File: src/rtl/axi_read_arbiter.sv
// Round-robin read arbiter: grants M0 or M1, forwards AR, steers R back to the owner.
// Latency: AR appears on the decoder side 1 cycle after request; R paths are combinational.
// Backpressure: ARREADY_S/RREADY_Mx pass straight through to the owner; losers wait.
module axi_read_arbiter #(
    parameter int ID_BITS   = 4,
    parameter int MID_BITS  = 4,
    parameter int ADDR_BITS = 32,
    parameter int LEN_BITS  = 4
) (
    input  logic                         ACLK,
    input  logic                         ARESETn,
    input  logic [ID_BITS-1:0]           ARID_M0,
    input  logic [ID_BITS-1:0]           ARID_M1,
    input  logic [ADDR_BITS-1:0]         ARADDR_M0,
    input  logic [ADDR_BITS-1:0]         ARADDR_M1,
    input  logic [LEN_BITS-1:0]          ARLEN_M0,
    input  logic [LEN_BITS-1:0]          ARLEN_M1,
    input  logic [2:0]                   ARSIZE_M0,
    input  logic [2:0]                   ARSIZE_M1,
    input  logic [1:0]                   ARBURST_M0,
    input  logic [1:0]                   ARBURST_M1,
    input  logic                         ARVALID_M0,
    input  logic                         ARVALID_M1,
    output logic                         ARREADY_M0,
    output logic                         ARREADY_M1,
    output logic [ID_BITS+MID_BITS-1:0]  ARID_S,
    output logic [ADDR_BITS-1:0]         ARADDR_S,
    output logic [LEN_BITS-1:0]          ARLEN_S,
    output logic [2:0]                   ARSIZE_S,
    output logic [1:0]                   ARBURST_S,
    output logic                         ARVALID_S,
    input  logic                         ARREADY_S,
    input  logic                         RVALID_S,
    input  logic                         RLAST_S,
    output logic                         RREADY_S,
    output logic                         RVALID_M0,
    output logic                         RVALID_M1,
    input  logic                         RREADY_M0,
    input  logic                         RREADY_M1,
    output logic                         OWNER,
    output logic                         LEN_ERR
);

    typedef enum logic [1:0] {IDLE, ADDR, DATA} state_t;

    localparam logic [LEN_BITS:0] CNT_MAX = {1'b1, {LEN_BITS{1'b0}}};

    state_t              state_q, state_d;
    logic                prio_q, prio_d;
    logic                owner_q, owner_d;
    logic [LEN_BITS:0]   beat_cnt_q, beat_cnt_d;
    logic [LEN_BITS-1:0] len_q, len_d;
    logic                len_err_q, len_err_d;
    logic                over_q, over_d;

    logic                 g_arvalid;
    logic                 g_rready;
    logic [ID_BITS-1:0]   g_arid;
    logic [ADDR_BITS-1:0] g_araddr;
    logic [LEN_BITS-1:0]  g_arlen;
    logic [2:0]           g_arsize;
    logic [1:0]           g_arburst;
    logic [MID_BITS-1:0]  mid;
    logic                 r_hs;

    assign g_arvalid = owner_q ? ARVALID_M1 : ARVALID_M0;
    assign g_rready  = owner_q ? RREADY_M1  : RREADY_M0;
    assign g_arid    = owner_q ? ARID_M1    : ARID_M0;
    assign g_araddr  = owner_q ? ARADDR_M1  : ARADDR_M0;
    assign g_arlen   = owner_q ? ARLEN_M1   : ARLEN_M0;
    assign g_arsize  = owner_q ? ARSIZE_M1  : ARSIZE_M0;
    assign g_arburst = owner_q ? ARBURST_M1 : ARBURST_M0;
    assign mid       = {{(MID_BITS-1){1'b0}}, owner_q};
    assign r_hs      = RVALID_S & g_rready;

    assign OWNER   = owner_q;
    assign LEN_ERR = len_err_q;

    always_comb begin
        state_d    = state_q;
        prio_d     = prio_q;
        owner_d    = owner_q;
        beat_cnt_d = beat_cnt_q;
        len_d      = len_q;
        len_err_d  = 1'b0;
        over_d     = over_q;
        ARREADY_M0 = 1'b0;
        ARREADY_M1 = 1'b0;
        ARID_S     = '0;
        ARADDR_S   = '0;
        ARLEN_S    = '0;
        ARSIZE_S   = '0;
        ARBURST_S  = '0;
        ARVALID_S  = 1'b0;
        RREADY_S   = 1'b0;
        RVALID_M0  = 1'b0;
        RVALID_M1  = 1'b0;

        case (state_q)
            IDLE: begin
                if (ARVALID_M0 | ARVALID_M1) begin
                    owner_d = (ARVALID_M0 & ARVALID_M1) ? prio_q : ARVALID_M1;
                    state_d = ADDR;
                end
            end
            ADDR: begin
                ARVALID_S  = g_arvalid;
                ARID_S     = {mid, g_arid};
                ARADDR_S   = g_araddr;
                ARLEN_S    = g_arlen;
                ARSIZE_S   = g_arsize;
                ARBURST_S  = g_arburst;
                ARREADY_M0 = ~owner_q & ARREADY_S;
                ARREADY_M1 = owner_q & ARREADY_S;
                if (g_arvalid & ARREADY_S) begin
                    len_d      = g_arlen;
                    beat_cnt_d = '0;
                    over_d     = 1'b0;
                    state_d    = DATA;
                end
            end
            DATA: begin
                RVALID_M0 = ~owner_q & RVALID_S;
                RVALID_M1 = owner_q & RVALID_S;
                RREADY_S  = g_rready;
                if (r_hs) begin
                    if (beat_cnt_q != CNT_MAX) beat_cnt_d = beat_cnt_q + (LEN_BITS+1)'(1);
                    // An overrun already reported is not reported a second time at RLAST.
                    if (RLAST_S) begin
                        state_d   = IDLE;
                        prio_d    = ~owner_q;
                        len_err_d = (beat_cnt_q != {1'b0, len_q}) & ~over_q;
                    end else if ((beat_cnt_q == {1'b0, len_q}) && !over_q) begin
                        len_err_d = 1'b1;
                        over_d    = 1'b1;
                    end
                end
            end
            default: state_d = IDLE;
        endcase
    end

    always_ff @(posedge ACLK or negedge ARESETn) begin
        if (!ARESETn) begin
            state_q    <= IDLE;
            prio_q     <= 1'b0;
            owner_q    <= 1'b0;
            beat_cnt_q <= '0;
            len_q      <= '0;
            len_err_q  <= 1'b0;
            over_q     <= 1'b0;
        end else begin
            state_q    <= state_d;
            prio_q     <= prio_d;
            owner_q    <= owner_d;
            beat_cnt_q <= beat_cnt_d;
            len_q      <= len_d;
            len_err_q  <= len_err_d;
            over_q     <= over_d;
        end
    end

endmodule

File: config.mk
export PLATFORM = sky130hd
export DESIGN_NAME = axi_read_arbiter
export DESIGN_NICKNAME = d
export VERILOG_FILES = /design/src/rtl/axi_read_arbiter.sv
export SDC_FILE = /design/constraint.sdc
export NUM_CORES = 1
export LEC_CHECK = 0
export CAP_MARGIN = 20
export CORE_UTILIZATION = 31
export CTS_BUF_LIST = sky130_fd_sc_hd__clkbuf_8
export DETAILED_ROUTE_END_ITERATION = 8
export GPL_TIMING_DRIVEN = 0
export PLACE_DENSITY = 0.95
export REMOVE_ABC_BUFFERS = 1
export SLEW_MARGIN = 30
export SYNTH_ARGS = -nofsm -noshare
export SYNTH_HDL_FRONTEND = slang
export SYNTH_SLANG_ARGS = --single-unit
File: constraint.sdc
create_clock -name ACLK -period 1.8 [get_ports ACLK]
set_input_delay 0.36 -clock ACLK [delete_from_list [all_inputs] [get_ports ACLK]]
set_output_delay 0.36 -clock ACLK [all_outputs]
set_load 0.05 [all_outputs]
==> results of run 1 <==
placed cells by master (no fill, tap or decap), types with 2 or more instances in the layout:
| master | instances |
|---|---|
| mux2i_2 | 3 |
| ha_1 | 2 |
| buf_12 | 2 |
| buf_16 | 2 |
| dfrtp_1 | 12 |
| xor2_1 | 2 |
| clkbuf_8 | 3 |
| xnor2_1 | 4 |
| nand2_1 | 3 |
| a31oi_1 | 2 |
| mux2i_1 | 44 |
| nor3_1 | 2 |
| nor2_1 | 57 |
| inv_1 | 4 |
| dfrtp_2 | 2 |
| conb_1 | 3 |
| nor2_2 | 4 |
| nand4_1 | 3 |
| and2_1 | 3 |
| mux2_2 | 2 |
| buf_6 | 38 |
| buf_4 | 23 |
| a21oi_2 | 4 |
| clkdlybuf4s50_1 | 99 |
| mux2_4 | 2 |
| nand3_1 | 3 |
routing by layer:
layer	global-route usage (%)	share of wire [%]	routed length (µm)	up-vias
met5	0	0	0	-
met3	4.938	7.5	460	7
met1	23.40	37	2243	902
met2	44.34	55	3376	91
li1	-	-	-	961
met4	4.701	1.0	63	0
power by group:
part / total, mW / leakage [nW] / switching [mW] / internal (mW)
registers: 0.605 / 0.187 / 0.148 / 0.457
clock network: 0.271 / 0.0269 / 0.120 / 0.151
logic: 5.52 / 1.35 / 3.36 / 2.17
what timing repair did:
item                                   4_1_cts  5_1_grt
pin swaps                                    1        2
gates cloned                                 1        0
gates resized for setup                    348       23
setup endpoints to repair                   53       52
buffers inserted                             5        8
endpoints found under the hold margin        0        0
final timing paths:
kind | to | depth (start not counted) | startpoint | slack (ns)
worst max-delay path | ARVALID_S | 4 | OWNER | -0.09
worst min-delay path | prio_q | 2 | prio_q | 0.48
worst max register to register | len_q[2] | 7 | OWNER | 0.08
worst min register to register | prio_q | 2 | prio_q | 0.48
max in group asynchronous | OWNER | 1 | ARESETn | 0.76
min in group asynchronous | beat_cnt_q[0] | 1 | ARESETn | 0.53
kinds of logic (layout without fill, tap and decap cells):
family,after synthesis,count (layout),synth area share [%]
DFF,15,15,23.73
buffers and inverters,20,175,7.278
xor gates and xnor gates,6,6,3.323
adders and majority gates,2,2,1.582
AOI/OAI and AO/OA,10,10,5.221
and+or+nand+nor,87,87,24.92
muxes,52,52,33.70
other,1,3,0.2371
final cells by class:
type,count,area (µm²)
fillers,404,1429
inverters,3,11.26
repair buffers,168,1725
multi-input cells,160,1141
clock buffers,3,41.29
clock inverters,1,3.754
flip-flops and latches,15,381.6
well taps,67,83.83
metrics by stage:
| stage | hold WS, ns | instances |
|---|---|---|
| 4_1_cts | 0.4852 | 409 |
| 2_1_floorplan | 0.06441 | 178 |
| 6_report | 0.4810 | 417 |
| 5_1_grt | 0.5109 | 417 |
| 3_5_place_dp | 0.4719 | 399 |
| 3_3_place_gp | 0.4660 | 397 |
state kept, by name, summed over array words and instances, names as in the netlist:
| name | count |
|---|---|
| beat_cnt_q | 5 |
| state_q | 2 |
| over_q | 1 |
| prio_q | 1 |
| LEN_ERR | 1 |
| len_q | 4 |
| OWNER | 1 |
worst max-delay path, cell delays in order (launching register included):
cell     delay [ns]
dfrtp_4        0.54
buf_6          0.15
mux2_4         0.29
and2_4         0.16
buf_8          0.14
==> flow_summary.ini, run 1 <==
[power]
power_mw = 6.402
p_leak_nw = 1.564
power.density_nw_per_um2 = 1889
worst_ir_drop_vdd_mv = 1.376

[timing]
setup_viol = 13
period_share_pct = 104.9
fin_crit_ns = 1.888
grt_setup_unrepaired = true
fmax_mhz = 529.5
fin_worst_skew_ns = 0.003314
tightest_slew_ns = 0.6948
fin_tns_setup_ns = -0.3552
finalHoldViolations = 0
maxSlewHeadroom_pct = 53.54
finalWorstSetupSlack_ns = -0.08847
drv_slew = 0

[synth]
synthFlopType = dfrtp_1
synth_top_area_share_pct = 30.38
synth_top_cells_by_area = mux2i_1, dfrtp_1, nor2_1
avgSynthCellArea_um2 = 8.194
synth.distinct_cells = 35
synth_warnings = 0
syn_area_um2 = 1582
yosysMostFrequentCell = nor2_1
synth_edf_count = 0
ys_async_sr_fraction_pct = 100.0
synth_seq_area_share_pct = 23.73
synth_area_leader_cell = mux2i_1
ys_top_cells_by_count = nor2_1, mux2i_1, dfrtp_1, clkbuf_1, buf_2
synthCells = 193
ys_ff_latch = 15

[detailed_routing]
drc = 0
firstDrtPassIters = 4
routed_wl_mm = 6.144
vias = 1961
viasPerCell = 4.703
drt-initial-drc-count = 60
wl_per_cell_um = 14.73
ant_nets = 0

[cts]
numCtsBuffers = 3
clk_pin_slew_ns = 0.06
cts_hold_buf = 0
cts_sinks = 15
cts_tree = done
cts_buffer_depth = 2
h-tree-depth = 1
root_buffer = clkbuf_8
clk_latency_ns = 0.25

[global_route]
grt_max_degree = 36
grt_pass1_vias = 1874
grt_usage_pct = 22.19
antenna_found_initial = 0
gr-total-overflow = 0
grt_first_pass_wirelength_mm = 9.052

[worst_setup_path]
path_max_fanout = 5
cp.required_ns = 1.44
crit_path_start_kind = flop
cp-end-kind = primary output
worstSetupPathType = reg2out
critPathArrivalTime_ns = 1.53

[floorplan]
ios = 156
die-area_um2 = 5391
initial_core_util_pct = 32.83
die_x_um = 73.43
design.core.area_um2 = 4817
die_h_um = 73.43
rows = 25

[placement]
gp_congestion = 0.8001
dpl_cell_area_um2 = 3144
pre_cts_slack_ns = -0.6485
io_buffers = 152
hpwl_mm = 4.681

[hold_path]
hold_path.class = reg2reg

[final_layout]
diodes = 0
design_area_um2 = 3388
syn2layout_area_growth_pct = 114.2
postLayoutCoreUtil_pct = 70.34
final_nets = 452
drive_gt1_share_pct = 27.71

[outcome]
status = finished, violations left
violations = negative setup slack

[flow_run]
drv_cap = 0
No activity file was read; power rests on OpenSTA's default activity.
==> run 2, diff against run 1 <==
- SKIP_CTS_REPAIR_TIMING: not set -> 1
==> flow_summary.ini, run 2 (synthesized netlist as in run 1, its figures left out) <==
[floorplan]
rows = 25
ios = 156
die_x_um = 73.43
design.core.area_um2 = 4817
die-area_um2 = 5391
initial_core_util_pct = 32.83
die_h_um = 73.43

[worst_setup_path]
cp-end-kind = primary output
r2r_start = OWNER
worstSetupPathType = reg2out
path_max_fanout = 5
r2r_cells = 5
r2r_end = beat_cnt_q[0]
critPathArrivalTime_ns = 1.53
cp.required_ns = 1.44
crit_path_start_kind = flop
r2r_setup_slack_ns = 0.10

[global_route]
gr-total-overflow = 0
grt_max_degree = 43
grt_usage_pct = 21.05
antenna_found_initial = 0
grt_pass1_vias = 1809
grt_first_pass_wirelength_mm = 8.604

[final_layout]
largest_reg_flops = 5
largestRegisters = beat_cnt_q: 5 flops, len_q: 4 flops, state_q: 2 flops
register_area_um2 = 381.6
syn2layout_area_growth_pct = 112.8
fillCellCount = 395
postLayoutCoreUtil_pct = 69.87
diodes = 0
multi_input_area_um2 = 1174
final_nets = 446
regMostFlops = beat_cnt_q
layout_common_cells = clkdlybuf4s50_1, nor2_1, mux2i_1, buf_6
drive_gt1_share_pct = 28.78
final_common_cell = clkdlybuf4s50_1

[timing]
maxSlewHeadroom_pct = 53.64
fin_worst_skew_ns = 0.001291
setup_viol = 26
finalHoldViolations = 0
tightest_slew_ns = 0.6932
fmax_mhz = 529.3
fin_crit_ns = 1.889
fin_tns_setup_ns = -0.4902
drv_slew = 0
period_share_pct = 105.0
grt_setup_unrepaired = true
finalWorstSetupSlack_ns = -0.08914

[power]
p_leak_nw = 1.527
power.density_nw_per_um2 = 1907
power_mw = 6.418
worst_ir_drop_vdd_mv = 1.396

[detailed_routing]
ant_nets = 0
routed_wl_mm = 6.278
wl_per_cell_um = 15.27
drc = 0
viasPerCell = 4.759
firstDrtPassIters = 4
drt-initial-drc-count = 73
vias = 1956

[cts]
cts_buffer_depth = 2
cts_sinks = 15
clk_latency_ns = 0.25
h-tree-depth = 1
cts_tree = done
clk_pin_slew_ns = 0.06
numCtsBuffers = 3
root_buffer = clkbuf_8

[flow_run]
drv_cap = 0

[placement]
pre_cts_slack_ns = -0.6485
gp_congestion = 0.8001
io_buffers = 152
hpwl_mm = 4.681

[outcome]
status = finished, violations left
violations = negative setup slack

[hold_path]
hold_end = prio_q
hold_path.class = reg2reg
min_path_cells = 2
hold_start = prio_q
[run 2: cell types whose count changed in the layout (fill, tap and decap cells not counted), moves of 2 or more]
cell      change
nor2_2        +6
nor2_1        -6
mux2i_2       +2
mux2i_1       -3
clkbuf_2      +3
buf_4        -11
clkbuf_4      +2
[run 2: cell type report]
cell class	count	share of cell area (%)
Clock buffer	3	1.227
Clock inverter	1	0.1115
Inverter	3	0.3346
Multi-Input combinational cell	160	34.87
Sequential cell	15	11.34
Tap cell	67	2.491
Timing Repair Buffer	162	49.63
[run 2: per-layer routing]
metal / routed length, µm / up-vias / part of all wire [%] / global-route usage (%)
met5: 0 / - / 0 / 0
met4: 110 / 0 / 1.8 / 5.556
met3: 460 / 11 / 7.3 / 6.036
met2: 3401 / 91 / 54 / 40.84
met1: 2306 / 907 / 37 / 21.92
li1: - / 947 / - / -
[run 2: worst max-delay path by stage]
stage / startpoint / endpoint / slack, ns / cells after the start
2_1_floorplan: OWNER / ARLEN_S[0] / -1.71 / 2
3_3_place_gp: OWNER / ARLEN_S[3] / -2.20 / 3
3_5_place_dp: RVALID_S / RVALID_M1 / -0.65 / 4
4_1_cts: OWNER / ARLEN_S[3] / -0.82 / 4
5_1_grt: OWNER / ARVALID_S / -0.13 / 4
6_report: OWNER / ARVALID_S / -0.09 / 4
[run 2: stage by stage]
step / std cells / instance area [µm²] / hold WS (ns)
6_report: 411 / 3366 / 0.4856
5_1_grt: 411 / 3366 / 0.5109
4_1_cts: 403 / 3189 / 0.4852
3_5_place_dp: 399 / 3144 / 0.4719
3_3_place_gp: 397 / 3090 / 0.4660
2_1_floorplan: 178 / 1485 / 0.06441
[run 2: worst max-delay path, cell delays in order, from the launching register on]
cell and delay [ns]:
dfrtp_4 0.53, buf_6 0.14, mux2_4 0.30, and2_4 0.16, buf_8 0.14
[run 2: where the power goes]
| part | internal (mW) | switching (mW) |
|---|---|---|
| logic | 2.14 | 3.40 |
| registers | 0.457 | 0.144 |
| clock network | 0.151 | 0.120 |
| total | 2.75 | 3.67 |
==> run 3, diff against run 2 <==
- ABC_CLOCK_PERIOD_IN_PS: not set -> 1800
- CAP_MARGIN: 20 -> not set
==> results of run 3 <==
Final layout, timing and power as in run 2 (identical DEF).
